--- config.mk ---
export PLATFORM = sky130hd
export DESIGN_NAME = fifo_read_arbiter
export DESIGN_NICKNAME = d
export VERILOG_FILES = /design/src/rtl/fifo_read_arbiter.sv
export SDC_FILE = /design/constraint.sdc
export NUM_CORES = 1
export LEC_CHECK = 0
export ABC_AREA = 1
export BUFFER_PORTS_ARGS = -buffer_cell sky130_fd_sc_hd__buf_2
export CORE_MARGIN = 1.5
export CORE_UTILIZATION = 45
export DETAILED_ROUTE_END_ITERATION = 10
export PLACE_DENSITY = 0.8
export REMOVE_ABC_BUFFERS = 1
export SLEW_MARGIN = 20
export SYNTH_ARGS = -nofsm -noshare
export SYNTH_HDL_FRONTEND = slang
export SYNTH_SLANG_ARGS = --single-unit
--- constraint.sdc ---
create_clock -name clk -period 1.9 [get_ports clk]
set_clock_uncertainty 0.2 [all_clocks]
set_input_delay 0.095 -clock clk [delete_from_list [all_inputs] [get_ports clk]]
set_output_delay 0.095 -clock clk [all_outputs]
set_load 0.03 [all_outputs]
--- src/rtl/fifo_read_arbiter.sv ---
// fifo_read_arbiter
//   Shares one tracking-FIFO read port among NUM_REQ sample consumers. Grants
//   are round-robin and cover whole bursts. A requester is granted only when
//   the FIFO already holds its full burst. Returned bytes are steered to the
//   winner with a one-hot strobe and a byte index.
//
// Ports
//   clk            single clock for the FIFO read side and all logic
//   reset          asynchronous, active-high
//   req            level request per consumer, held until its done pulse
//   req_len        burst byte count per consumer, packed as [3i+2:3i]
//   grant          one-hot, high from the first read issue until done
//   done           one-cycle pulse after the last byte of a burst is delivered
//   rd_data        FIFO read data passthrough, qualified by rd_valid
//   rd_valid       one-hot strobe: rd_data is a byte for that consumer
//   rd_index       byte index within the burst, meaningful with rd_valid
//   fifo_read      FIFO read enable
//   fifo_data      FIFO read data, READ_LAT cycles after fifo_read
//   fifo_addr_in   FIFO write pointer
//   fifo_addr_out  FIFO read pointer
//   fsm_state      current arbiter state (IDLE/READ/DRAIN), for observation
//
// Handshake: rd_valid is a push-only strobe with no backpressure. A consumer
// must take rd_data in every cycle where its rd_valid bit is high. A request
// is accepted when grant rises and is retired by the matching done pulse.
module fifo_read_arbiter #(
    parameter int NUM_REQ    = 4,
    parameter int MAX_BURST  = 6,
    parameter int ADDR_WIDTH = 11,
    parameter int READ_LAT   = 1
) (
    input  logic                    clk,
    input  logic                    reset,
    input  logic [NUM_REQ-1:0]      req,
    input  logic [3*NUM_REQ-1:0]    req_len,
    output logic [NUM_REQ-1:0]      grant,
    output logic [NUM_REQ-1:0]      done,
    output logic [7:0]              rd_data,
    output logic [NUM_REQ-1:0]      rd_valid,
    output logic [2:0]              rd_index,
    output logic                    fifo_read,
    input  logic [7:0]              fifo_data,
    input  logic [ADDR_WIDTH-1:0]   fifo_addr_in,
    input  logic [ADDR_WIDTH-1:0]   fifo_addr_out,
    output logic [1:0]              fsm_state
);

    localparam int WW = (NUM_REQ > 1) ? $clog2(NUM_REQ) : 1;
    localparam int DW = $clog2(READ_LAT + 1);

    localparam logic [1:0] S_IDLE  = 2'd0;
    localparam logic [1:0] S_READ  = 2'd1;
    localparam logic [1:0] S_DRAIN = 2'd2;

    logic [1:0]            state;
    logic [WW-1:0]         winner;
    logic [WW-1:0]         rr_ptr;
    logic [WW-1:0]         pick;
    logic                  found;
    logic [2:0]            burst_len;
    logic [2:0]            cnt;
    logic [DW-1:0]         dcnt;
    logic [ADDR_WIDTH-1:0] occupancy;
    logic [2:0]            len_c [NUM_REQ];
    logic [NUM_REQ-1:0]    eligible;
    logic [NUM_REQ-1:0]    win_onehot;
    logic                  drain_last;
    logic                  pipe_v [READ_LAT];
    logic [2:0]            pipe_i [READ_LAT];

    // Modular subtraction gives the fill level even after a pointer wraps.
    assign occupancy = fifo_addr_in - fifo_addr_out;

    always_comb begin
        for (int i = 0; i < NUM_REQ; i++) begin
            len_c[i] = (req_len[3*i +: 3] > 3'(MAX_BURST)) ? 3'(MAX_BURST)
                                                            : req_len[3*i +: 3];
            eligible[i] = req[i] && (len_c[i] != 3'd0) &&
                          (occupancy >= ADDR_WIDTH'(len_c[i]));
        end
    end

    // The scan starts at rr_ptr. The first eligible index found wins.
    always_comb begin
        logic [WW:0] idx;
        found = 1'b0;
        pick  = '0;
        idx   = '0;
        for (int k = 0; k < NUM_REQ; k++) begin
            idx = {1'b0, rr_ptr} + (WW+1)'(k);
            if (idx >= (WW+1)'(NUM_REQ))
                idx = idx - (WW+1)'(NUM_REQ);
            if (!found && eligible[idx[WW-1:0]]) begin
                found = 1'b1;
                pick  = idx[WW-1:0];
            end
        end
    end

    assign drain_last = (dcnt == DW'(READ_LAT));

    always_ff @(posedge clk or posedge reset) begin
        if (reset) begin
            state     <= S_IDLE;
            winner    <= '0;
            rr_ptr    <= '0;
            burst_len <= '0;
            cnt       <= '0;
            dcnt      <= '0;
        end else begin
            case (state)
                S_IDLE: begin
                    if (found) begin
                        winner    <= pick;
                        burst_len <= len_c[pick];
                        cnt       <= '0;
                        state     <= S_READ;
                    end
                end
                S_READ: begin
                    if (cnt == burst_len - 3'd1) begin
                        dcnt  <= '0;
                        state <= S_DRAIN;
                    end else begin
                        cnt <= cnt + 3'd1;
                    end
                end
                S_DRAIN: begin
                    // Grant stays up while the last reads are still in flight.
                    // The done cycle follows, and then the next arbitration.
                    if (drain_last) begin
                        rr_ptr <= (winner == WW'(NUM_REQ-1)) ? '0 : winner + WW'(1);
                        state  <= S_IDLE;
                    end else begin
                        dcnt <= dcnt + DW'(1);
                    end
                end
                default: state <= S_IDLE;
            endcase
        end
    end

    // Each entry tracks one outstanding read by its valid bit and byte index.
    // The winner cannot change before the pipe empties, so it is not stored here.
    always_ff @(posedge clk or posedge reset) begin
        if (reset) begin
            for (int i = 0; i < READ_LAT; i++) begin
                pipe_v[i] <= 1'b0;
                pipe_i[i] <= 3'd0;
            end
        end else begin
            pipe_v[0] <= fifo_read;
            pipe_i[0] <= cnt;
            for (int i = 1; i < READ_LAT; i++) begin
                pipe_v[i] <= pipe_v[i-1];
                pipe_i[i] <= pipe_i[i-1];
            end
        end
    end

    assign win_onehot = NUM_REQ'(1) << winner;
    assign fifo_read  = (state == S_READ);
    assign grant      = ((state == S_READ) || (state == S_DRAIN && !drain_last))
                        ? win_onehot : '0;
    assign done       = (state == S_DRAIN && drain_last) ? win_onehot : '0;
    assign rd_valid   = pipe_v[READ_LAT-1] ? win_onehot : '0;
    assign rd_index   = pipe_v[READ_LAT-1] ? pipe_i[READ_LAT-1] : 3'd0;
    assign rd_data    = fifo_data;
    assign fsm_state  = state;

endmodule

==> insert_results.sql, run 1 <==
INSERT INTO impl_metrics (metric_group, metric, value, unit) VALUES
('outcome', 'outcome', 'complete, but fails checks', ''),
('outcome', 'violations', 'setup timing', ''),
('floorplanning', 'die-height', '77.3', 'um'),
('synth', 'synthesis.area', '2480', 'um2'),
('worst_setup_path', 'crit_path_frequent_cell', 'nand3_2', ''),
('pwr', 'p_comb_share', '77.5', '%'),
('cts', 'clock_tree_sinks', '17', ''),
('sta', 'timing.hold.ws', '0.0405', 'ns'),
('pwr', 'vdd_ir_drop_max', '0.000778', 'V'),
('pwr', 'static-leakage-power', '2.10', 'nW'),
('routing', 'drt_pre_antenna_iters', '5', ''),
('placement', 'buffer_ports.inserted', '57', ''),
('cts', 'htree_levels', '1', ''),
('synth', 'yosys_cell_types', '29', ''),
('sta', 'rsz0062_at_grt', 'true', ''),
('sta', 'final_period_minus_worst_setup_slack', '3.06', 'ns'),
('layout', 'nNetsFinal', '590', ''),
('grt', 'grt_pass1_vias', '2864', ''),
('grt', 'gr-total-overflow', '0', ''),
('worst_setup_path', 'path_max_fanout', '8', ''),
('pwr', 'switching_share_of_power', '54.2', '%'),
('sta', 'postLayoutSetupSlackWorst', '-1.16', 'ns'),
('routing', 'detailedRoute.firstIterationViolations', '244', ''),
('placement', 'gp_congestion', '0.872', ''),
('floorplanning', 'initial_core_util', '47.7', '%'),
('floorplanning', 'ios', '74', ''),
('hold_path', 'hold_depth', '5', ''),
('sta', 'fmaxAchievable', '0.327', 'GHz'),
('synth', 'postSynthCellCount', '398', ''),
('placement', 'sum_of_net_half_perimeters_after_detailed_placement', '5.35', 'mm'),
('routing', 'route.antenna.remaining_nets', '0', ''),
('synth', 'yosys.area.top_type_share', '17.1', '%'),
('grt', 'grt_max_degree', '18', ''),
('synth', 'netlist.top_cell.by_area', 'dfrtp_1', ''),
('pwr', 'clock_power_share', '6.6', '%'),
('worst_setup_path', 'worstReg2RegStart', 'rr_ptr[0]', ''),
('pwr', 'power_density', '1150', 'nW/um2'),
('hold_path', 'hold_path_class', 'in -> reg', ''),
('sta', 'report.final.setup_viol', '9', ''),
('layout', 'final_common_cell', 'nand2_1', ''),
('sta', 'fin_crit_sh', '161', '%'),
('layout', 'n_antenna_cell', '0', ''),
('routing', 'drt_drc_violations_left', '0', ''),
('cts', 'cts_inserted_buffers', '3', ''),
('synth', 'yosys-mux-area-fraction', '0', '%'),
('pwr', 'net_switching_power_of_the_design', '0.00227', 'W'),
('synth', 'yosys.area_share.adder', '14.9', '%'),
('sta', 'timing.max_slew.rel_slack', '57.2', '%'),
('routing', 'drt-vias-per-instance', '5.12', ''),
('pwr', 'internal-power', '0.00192', 'W'),
('sta', 'final.setup.tns', '-9.50', 'ns'),
('synth', 'ys_warn_count', '0', ''),
('synth', 'synth_xor_area_share', '2.47', '%'),
('worst_setup_path', 'slowest_stage', 'fa_2', ''),
('routing', 'via_count', '2981', ''),
('cts', 'ctsRootBufferMaster', 'clkbuf_8', ''),
('cts', 'clk-insertion-delay-late', '0.26', 'ns'),
('synth', 'synthesized_area_fraction_occupied_by_ao_oa_aoi_and_oai_cells', '6.34', '%'),
('layout', 'final_layout_size_suffix_gt1_share', '36.7', '%'),
('grt', 'wire_length_of_the_first_global_routing_pass', '12.5', 'mm'),
('synth', 'synth_seq_area_share', '17.1', '%'),
('cts', 'clock_tree.buffer_depth', '2', ''),
('floorplanning', 'die_w', '77.3', 'um'),
('worst_setup_path', 'r2r.worst_path.cells', '13', ''),
('worst_setup_path', 'critical_path_required', '1.85', 'ns'),
('grt', 'total_routing_usage_gr', '25.5', '%'),
('layout', 'fill_cells', '389', ''),
('synth', 'synth.avg_cell_area', '6.24', 'um2'),
('pwr', 'seq_power_share', '15.9', '%'),
('worst_setup_path', 'start_kind', 'input port', ''),
('sta', 'final_hold_viol_count', '0', '');
==> routing by layer <==
metal  routed length (um)  global-route usage, %  vias to the layer above  share of wire (%)
met1                 3340                   31.9                     1363                 42
met4                  176                   5.64                        0                2.2
met3                  350                   2.26                       24                4.4
met2                 4010                   46.8                      116                 51
li1                     -                      -                     1478                  -
met5                    0                      0                        -                  0
==> cell type report <==
class / count / area (um2) / share of cell area (%)
tap: 70 / 87.6 / 2.42
inverter: 84 / 320 / 8.83
sequential: 17 / 425 / 11.7
timing repair buffer: 120 / 808 / 22.3
clock buffer: 4 / 45.0 / 1.24
multi-input combinational: 287 / 1940 / 53.5
==> worst max-delay path, delay by kind of cell <==
| family | cells | cell delay (ns) |
|---|---|---|
| buf+inv | 3 | 0.30 |
| xor+xnor | 1 | 0.23 |
| simple gates | 10 | 1.16 |
| fa+ha+maj | 3 | 0.74 |
| compound gates | 3 | 0.47 |
==> kinds of logic (layout without fill, tap and decap cells) <==
family / Yosys count / in the layout
buf+inv: 94 / 208
flops: 17 / 17
simple gates: 222 / 222
fa+ha+maj: 29 / 29
compound gates: 29 / 29
xor+xnor: 7 / 7
==> power by group through the flow <==
stage | clock network, W | logic [W] | registers (W)
floorplan | 0 | 0.00182 | 0.000669
global placement | 0 | 0.00247 | 0.000651
detailed placement | 0 | 0.00259 | 0.000657
CTS | 0.000273 | 0.00292 | 0.000652
global route | 0.000293 | 0.00352 | 0.000687
finish | 0.000277 | 0.00324 | 0.000664
==> cell usage after synthesis <==
cell	n
o21ai_1	1
nand2_2	14
a21oi_1	15
ha_1	28
nand3b_1	1
nor2_2	3
buf_4	8
xnor2_1	5
nor2_1	27
nand3_2	5
a31oi_1	6
inv_2	2
buf_2	1
nand4_4	1
nand4_1	5
a21o_1	1
nand3_4	2
buf_6	1
o21bai_1	1
clkinv_1	2
o21ai_0	5
xor2_1	2
nand3_1	58
dfrtp_1	17
nand2_4	3
fa_1	1
nand2_1	101
nor2_4	2
inv_1	80
==> worst max-delay path by stage <==
| stage | from | end | depth (start not counted) |
|---|---|---|---|
| 5_1_grt | fifo_addr_in[0] | burst_len[2] | 21 |
| 2_1_floorplan | fifo_addr_in[0] | burst_len[1] | 21 |
| 6_report | fifo_addr_out[0] | burst_len[2] | 20 |
| 4_1_cts | fifo_addr_out[0] | burst_len[1] | 20 |
| 3_5_place_dp | fifo_addr_in[0] | burst_len[1] | 22 |
| 3_3_place_gp | fifo_addr_in[0] | burst_len[1] | 22 |
==> repair_timing <==
| item | 4_1_cts | 5_1_grt |
|---|---|---|
| buffers inserted | 7 | 3 |
| gates resized for setup | 48 | 18 |
| hold buffers | 9 | 0 |
| pin swaps | 29 | 19 |
| setup endpoints to repair | 9 | 17 |
| hold endpoints to repair | 25 | 0 |
==> registers in the layout, summed over array words and instances (netlist names) <==
name / count
cnt: 3
dcnt: 1
rr_ptr: 2
winner: 2
pipe_i: 3
fsm_state: 2
pipe_v: 1
burst_len: 3
==> per-stage QoR <==
step                      cell area (um2)  power, W  worst slack [ns]  utilization (%)  instances
after CTS                            3520   0.00385            -0.907             67.6        579
after floorplan                      2410   0.00249             -1.05                -        388
after global placement               3110   0.00312             -1.38             59.8        559
final                                3630   0.00418             -1.16             69.7        582
after detailed placement             3110   0.00325             -1.52             59.8        559
after global routing                 3630   0.00450             -1.27             69.7        582
No activity file was read; power rests on OpenSTA's default activity.
==> inputs of run 2 (changes only) <==
PLACE_DENSITY = 0.76   (was 0.8)
==> insert_results.sql, run 2 (same netlist as run 1, synthesis figures left out) <==
INSERT INTO impl_metrics (metric_group, metric, value, unit) VALUES
('pwr', 'p_comb_share', '77.2', '%'),
('layout', 'final_common_cell', 'nand2_1', ''),
('worst_setup_path', 'path_max_fanout', '7', ''),
('grt', 'grt_antenna_before_repair', '0', ''),
('pwr', 'vdd_ir_drop_max', '0.000776', 'V'),
('cts', 'htree_levels', '1', ''),
('sta', 'fin_crit_sh', '155', '%'),
('layout', 'n_antenna_cell', '0', ''),
('cts', 'ctsRootBufferMaster', 'clkbuf_8', ''),
('routing', 'wire_length_per_cell', '12.9', 'um'),
('grt', 'wire_length_of_the_first_global_routing_pass', '12.6', 'mm'),
('pwr', 'internal-power', '0.00187', 'W'),
('cts', 'clock_tree_sinks', '17', ''),
('pwr', 'switching_share_of_power', '54.1', '%'),
('cts', 'cts_tree', 'done', ''),
('sta', 'slew_viol_final', '0', ''),
('layout', 'nNetsFinal', '587', ''),
('routing', 'finalWirelength', '7.49', 'mm'),
('floorplanning', 'ios', '74', ''),
('pwr', 'static-leakage-power', '2.07', 'nW'),
('worst_setup_path', 'critical_path_required', '1.84', 'ns'),
('routing', 'drt_drc_violations_left', '0', ''),
('sta', 'rsz0062_at_grt', 'true', ''),
('run', 'drv_cap', '0', ''),
('floorplanning', 'die_w', '77.3', 'um'),
('layout', 'layout.cells.most_common_list', 'nand2_1 (90), inv_1 (77), buf_2 (55), buf_4 (50), nand3_1 (38)', ''),
('hold_path', 'hold_path_class', 'in -> reg', ''),
('sta', 'final_hold_viol_count', '0', ''),
('cts', 'reg_clk_slew_reported_paths', '0.07', 'ns'),
('worst_setup_path', 'worst_ep_arrival_time', '2.89', 'ns'),
('outcome', 'outcome', 'complete, but fails checks', ''),
('floorplanning', 'fp.coreArea', '5200', 'um2'),
('floorplanning', 'die-height', '77.3', 'um'),
('floorplanning', 'count_of_standard_cell_rows', '26', ''),
('pwr', 'clock_power_share', '6.6', '%'),
('pwr', 'power_density', '1140', 'nW/um2'),
('sta', 'fmaxAchievable', '0.339', 'GHz'),
('sta', 'final.setup.tns', '-8.66', 'ns'),
('layout', 'final_layout_size_suffix_gt1_share', '37.9', '%'),
('routing', 'drt-vias-per-instance', '4.96', ''),
('layout', 'largest_registers', 'burst_len (3), cnt (3), pipe_i (3)', ''),
('grt', 'gr-total-overflow', '0', ''),
('sta', 'report.final.setup_viol', '9', ''),
('placement', 'gp_congestion', '0.855', ''),
('sta', 'postLayoutSetupSlackWorst', '-1.05', 'ns'),
('layout', 'layout-area-overhead-vs-synth', '44.0', '%'),
('grt', 'grt_pass1_vias', '2894', ''),
('grt', 'grt_max_degree', '18', ''),
('sta', 'timing.max_slew.rel_slack', '55.3', '%'),
('layout', 'final_util', '68.8', '%'),
('routing', 'drt_pre_antenna_iters', '4', ''),
('routing', 'detailedRoute.firstIterationViolations', '135', ''),
('worst_setup_path', 'start_kind', 'input port', ''),
('placement', 'buffer_ports.inserted', '57', ''),
('floorplanning', 'floorplan_die_area', '5980', 'um2'),
('placement', 'sum_of_net_half_perimeters_after_detailed_placement', '5.31', 'mm'),
('routing', 'route.antenna.remaining_nets', '0', ''),
('pwr', 'net_switching_power_of_the_design', '0.00221', 'W'),
('sta', 'worst_max_slew_pin_slew', '0.669', 'ns'),
('sta', 'final_period_minus_worst_setup_slack', '2.95', 'ns'),
('floorplanning', 'initial_core_util', '47.7', '%'),
('cts', 'clk-insertion-delay-late', '0.25', 'ns'),
('outcome', 'violations', 'setup timing', ''),
('routing', 'via_count', '2873', ''),
('cts', 'cts_inserted_buffers', '3', ''),
('cts', 'clock_tree.buffer_depth', '2', ''),
('grt', 'total_routing_usage_gr', '25.4', '%'),
('worst_setup_path', 'setup.worst_path.end_class', 'register', ''),
('pwr', 'seq_power_share', '16.2', '%'),
('worst_setup_path', 'kind_of_critical_path', 'in -> reg', '');
run 2: changes by cell type in the layout (fill, tap and decap cells not counted), moves of 2 or more:
cell,delta
nand2_2,+7
nand3_2,+5
nand2_4,-4
buf_6,-3
nand3_4,-3
a31oi_1,-2
nand2_1,-2
nand3_1,-2
o21ai_2,+2
run 2: repair_timing:
action | CTS | global route
gates resized for setup | 42 | 22
endpoints found under the hold margin | 25 | 0
setup buffers | 4 | 2
endpoints found under the setup margin | 9 | 13
pin swaps | 29 | 25
hold buffers | 9 | 0
run 2: worst max-delay path, stage by stage:
cell and delay (ns):
buf_6 0.10, ha_4 0.15, fa_2 0.39, xnor2_4 0.31, ha_4 0.27, a21oi_2 0.12, o21ai_1 0.09, a31oi_2 0.19
nand3_2 0.12, nand3_2 0.14, nand2_2 0.08, nand2_2 0.07, nand2_2 0.07, nand2_2 0.10, nand2_2 0.07, nand2_2 0.08
nand3_4 0.14, nand2_2 0.11, nand3_2 0.06, nand3_2 0.09, nand2_2 0.06
run 2: metrics by stage:
| step | instance area (um2) | total power (W) | setup slack [ns] | hold slack (ns) | std cells |
|---|---|---|---|---|---|
| 3_3_place_gp | 3120 | 0.00312 | -1.40 | -0.00967 | 560 |
| 5_1_grt | 3580 | 0.00443 | -1.20 | 0.115 | 579 |
| 4_1_cts | 3480 | 0.00381 | -1.01 | 0.0624 | 577 |
| 2_1_floorplan | 2410 | 0.00249 | -1.05 | -0.179 | 388 |
| 6_report | 3580 | 0.00408 | -1.05 | 0.104 | 579 |
| 3_5_place_dp | 3120 | 0.00322 | -1.54 | -0.00967 | 560 |
run 2: area by class of cell:
type	instances	area [um2]
well taps	70	87.6
inverters	84	322
multi-input cells	287	1920
clock buffers	4	45.0
fillers	438	1630
flip-flops and latches	17	425
repair buffers	117	774
run 2: routing by layer:
| layer | vias to the layer above | GRT usage (%) | part of all wire [%] |
|---|---|---|---|
| met2 | 75 | 44.9 | 50 |
| met5 | - | 0 | 0 |
| met4 | 0 | 5.27 | 1.6 |
| li1 | 1471 | - | - |
| met1 | 1311 | 32.2 | 44 |
| met3 | 16 | 4.05 | 4.2 |
run 2: power groups by stage:
stage | Combinational [W] | Sequential (W) | Clock [W]
final | 0.00315 | 0.000663 | 0.000269
after detailed placement | 0.00256 | 0.000658 | 0
after global placement | 0.00247 | 0.000655 | 0
after floorplan | 0.00182 | 0.000669 | 0
after global routing | 0.00346 | 0.000687 | 0.000284
after CTS | 0.00288 | 0.000657 | 0.000270
run 2: final timing paths:
| kind | start | slack [ns] | endpoint | depth (start not counted) |
|---|---|---|---|---|
| max in group asynchronous | reset | 0.79 | cnt[1] | 3 |
| min in group asynchronous | reset | 0.28 | fsm_state[1] | 3 |
| max reg2reg | rr_ptr[0] | -0.19 | burst_len[1] | 14 |
| max | fifo_addr_out[0] | -1.05 | burst_len[1] | 21 |
| min | req_len[11] | 0.10 | burst_len[2] | 5 |
| min reg2reg | cnt[1] | 0.25 | pipe_i[1] | 0 |
==> inputs of run 3 (changes only) <==
CORE_UTILIZATION = 48   (was 45)
GPL_TIMING_DRIVEN = 1   (was not set)
PLACE_DENSITY = 0.8   (was 0.76)
SLEW_MARGIN = not set   (was 20)
==> insert_results.sql, run 3 (same netlist as run 1, synthesis figures left out) <==
INSERT INTO impl_metrics (metric_group, metric, value, unit) VALUES
('grt', 'grt_antenna_before_repair', '0', ''),
('outcome', 'violations', 'setup timing', ''),
('layout', 'post_layout_nonfiller_instances', '573', ''),
('cts', 'clock_tree_sinks', '17', ''),
('cts', 'cts_tree', 'done', ''),
('layout', 'final_common_cell', 'nand2_1', ''),
('worst_setup_path', 'crit_path_max_incr_delay', '0.39', 'ns'),
('floorplanning', 'floorplan_die_area', '5620', 'um2'),
('sta', 'fin_crit_sh', '160', '%'),
('cts', 'clock_tree.buffer_depth', '2', ''),
('sta', 'final_hold_viol_count', '0', ''),
('floorplanning', 'count_of_standard_cell_rows', '26', ''),
('worst_setup_path', 'path_cells', 'buf_8 -> ha_4 -> fa_2 -> xnor2_4 -> ha_4 -> a21oi_2 -> o21ai_1 -> a31oi_1 -> nand3_2 -> nand3_2 -> nand3_1 -> nand2_2 -> nand4_4 -> nand3_4 -> nand2_1 -> nand3_1 -> nand3_1 -> nand2_1', ''),
('sta', 'final.setup.tns', '-9.35', 'ns'),
('floorplanning', 'die_w', '75.0', 'um'),
('worst_setup_path', 'critical_path_required', '1.90', 'ns'),
('hold_path', 'hold_path_class', 'in -> reg', ''),
('cts', 'cts_inserted_buffers', '3', ''),
('cts', 'htree_levels', '1', ''),
('layout', 'final_layout_size_suffix_gt1_share', '34.6', '%'),
('outcome', 'outcome', 'complete, but fails checks', ''),
('layout', 'n_antenna_cell', '0', ''),
('floorplanning', 'initial_core_util', '49.3', '%'),
('worst_setup_path', 'timing.reg2reg.setup_slack', '-0.27', 'ns'),
('sta', 'postLayoutSetupSlackWorst', '-1.13', 'ns'),
('routing', 'drt-vias-per-instance', '5.04', ''),
('layout', 'nNetsFinal', '581', ''),
('sta', 'report.final.setup_viol', '9', ''),
('routing', 'detailedRoute.firstIterationViolations', '163', ''),
('placement', 'dpl.cell_count', '556', ''),
('layout', 'layout.cells.most_common_list', 'nand2_1 (91), inv_1 (78), buf_2 (55), nand3_1 (45), buf_4 (45)', ''),
('cts', 'ctsRootBufferMaster', 'clkbuf_8', ''),
('cts', 'clk-insertion-delay-late', '0.25', 'ns'),
('worst_setup_path', 'worst_setup_path_startpoint', 'fifo_addr_out[0]', ''),
('worst_setup_path', 'start_kind', 'input port', ''),
('grt', 'grt_pass1_vias', '2525', ''),
('routing', 'drt_pre_antenna_iters', '5', ''),
('hold_path', 'hp-start', 'req_len[1]', ''),
('pwr', 'vdd_ir_drop_max', '0.000746', 'V'),
('sta', 'timing.max_slew.rel_slack', '59.5', '%'),
('cts', 'reg_clk_slew_reported_paths', '0.07', 'ns'),
('grt', 'wire_length_of_the_first_global_routing_pass', '10.4', 'mm'),
('worst_setup_path', 'worst_ep_arrival_time', '3.03', 'ns'),
('worst_setup_path', 'worst_path_dominant_cell_family', 'simple AND/OR/NAND/NOR gates', ''),
('sta', 'worst_max_slew_pin_slew', '0.607', 'ns'),
('worst_setup_path', 'slowest_stage', 'fa_2', ''),
('placement', 'place_ws', '-1.68', 'ns'),
('sta', 'timing.hold.ws', '0.102', 'ns'),
('sta', 'fmaxAchievable', '0.330', 'GHz'),
('routing', 'via_count', '2888', ''),
('placement', 'gp_congestion', '0.866', ''),
('routing', 'drt_drc_violations_left', '0', ''),
('sta', 'rsz0062_at_grt', 'true', ''),
('grt', 'total_routing_usage_gr', '23.2', '%'),
('worst_setup_path', 'worstReg2RegStart', 'rr_ptr[0]', ''),
('worst_setup_path', 'kind_of_critical_path', 'in -> reg', ''),
('layout', 'largest_registers', 'burst_len (3), cnt (3), pipe_i (3)', ''),
('sta', 'final_period_minus_worst_setup_slack', '3.03', 'ns'),
('pwr', 'static-leakage-power', '2.05', 'nW'),
('routing', 'finalWirelength', '6.87', 'mm'),
('worst_setup_path', 'path_max_fanout', '8', ''),
('sta', 'slew_viol_final', '0', ''),
('run', 'drv_cap', '0', ''),
('placement', 'sum_of_net_half_perimeters_after_detailed_placement', '5.09', 'mm'),
('floorplanning', 'ios', '74', ''),
('floorplanning', 'die-height', '75.0', 'um'),
('grt', 'gr-total-overflow', '0', ''),
('worst_setup_path', 'crit_path_frequent_cell', 'nand3_1', ''),
('grt', 'grt_max_degree', '18', ''),
('routing', 'wire_length_per_cell', '12.0', 'um'),
('worst_setup_path', 'setup.worst_path.end_class', 'register', ''),
('layout', 'final_util', '69.6', '%'),
('pwr', 'power_density', '1160', 'nW/um2'),
('placement', 'buffer_ports.inserted', '57', ''),
('layout', 'layout-area-overhead-vs-synth', '41.1', '%'),
('routing', 'route.antenna.remaining_nets', '0', ''),
('worst_setup_path', 'path_buf_inv', '1', ''),
('floorplanning', 'fp.coreArea', '5040', 'um2');
[run 3: layer usage]
metal	vias to the layer above	track usage [%]	wire [um]
li1	1459	-	-
met1	1324	30.4	3050
met2	95	40.3	3470
met3	10	2.14	241
met4	0	7.27	104
met5	-	0	0
[run 3: timing repair]
item / in CTS / in global routing
endpoints found under the setup margin: 9 / 10
hold buffers: 9 / 0
pin swaps: 22 / 23
resized for setup: 27 / 28
hold endpoints to repair: 25 / 0
buffers inserted: 3 / 1
[run 3: final timing paths]
kind	depth (start not counted)	end
hold reg to reg	0	pipe_i[1]
hold / removal	6	burst_len[1]
setup reg to reg	13	burst_len[2]
max in group asynchronous	3	winner[1]
setup / recovery	18	burst_len[2]
min in group asynchronous	3	pipe_i[1]
[run 3: worst reg2reg max path: stages, from the launching register on]
cell     delay (ns)
dfrtp_1        0.39
buf_4          0.19
nand2_1        0.08
nand2_1        0.12
inv_1          0.16
nand3_2        0.12
nand2_4        0.12
nand3_1        0.12
nand3_1        0.11
nand2_2        0.07
nand2_4        0.11
nand3_1        0.11
nand3_1        0.10
nand2_1        0.06
[run 3: area by class of cell]
cell class                 instances  area (um2)
multi-input combinational        287        1900
fill                             389        1540
timing repair buffer             111         729
sequential                        17         425
inverter                          84         323
tap                               70        87.6
clock buffer                       3        41.3
clock inverter                     1        5.00
[run 3: power breakdown]
| part | internal, W | leakage (nW) | switching [W] |
|---|---|---|---|
| logic | 0.00118 | 1.81 | 0.00195 |
| registers | 0.000520 | 0.207 | 0.000139 |
| clock network | 0.000146 | 0.0255 | 0.000127 |
| total | 0.00184 | 2.05 | 0.00222 |
[run 3: through the flow]
stage	area [um2]	total power, W
after floorplan	2410	0.00249
after global placement	3090	0.00311
after detailed placement	3090	0.00322
after CTS	3380	0.00370
after global routing	3510	0.00441
final	3510	0.00406
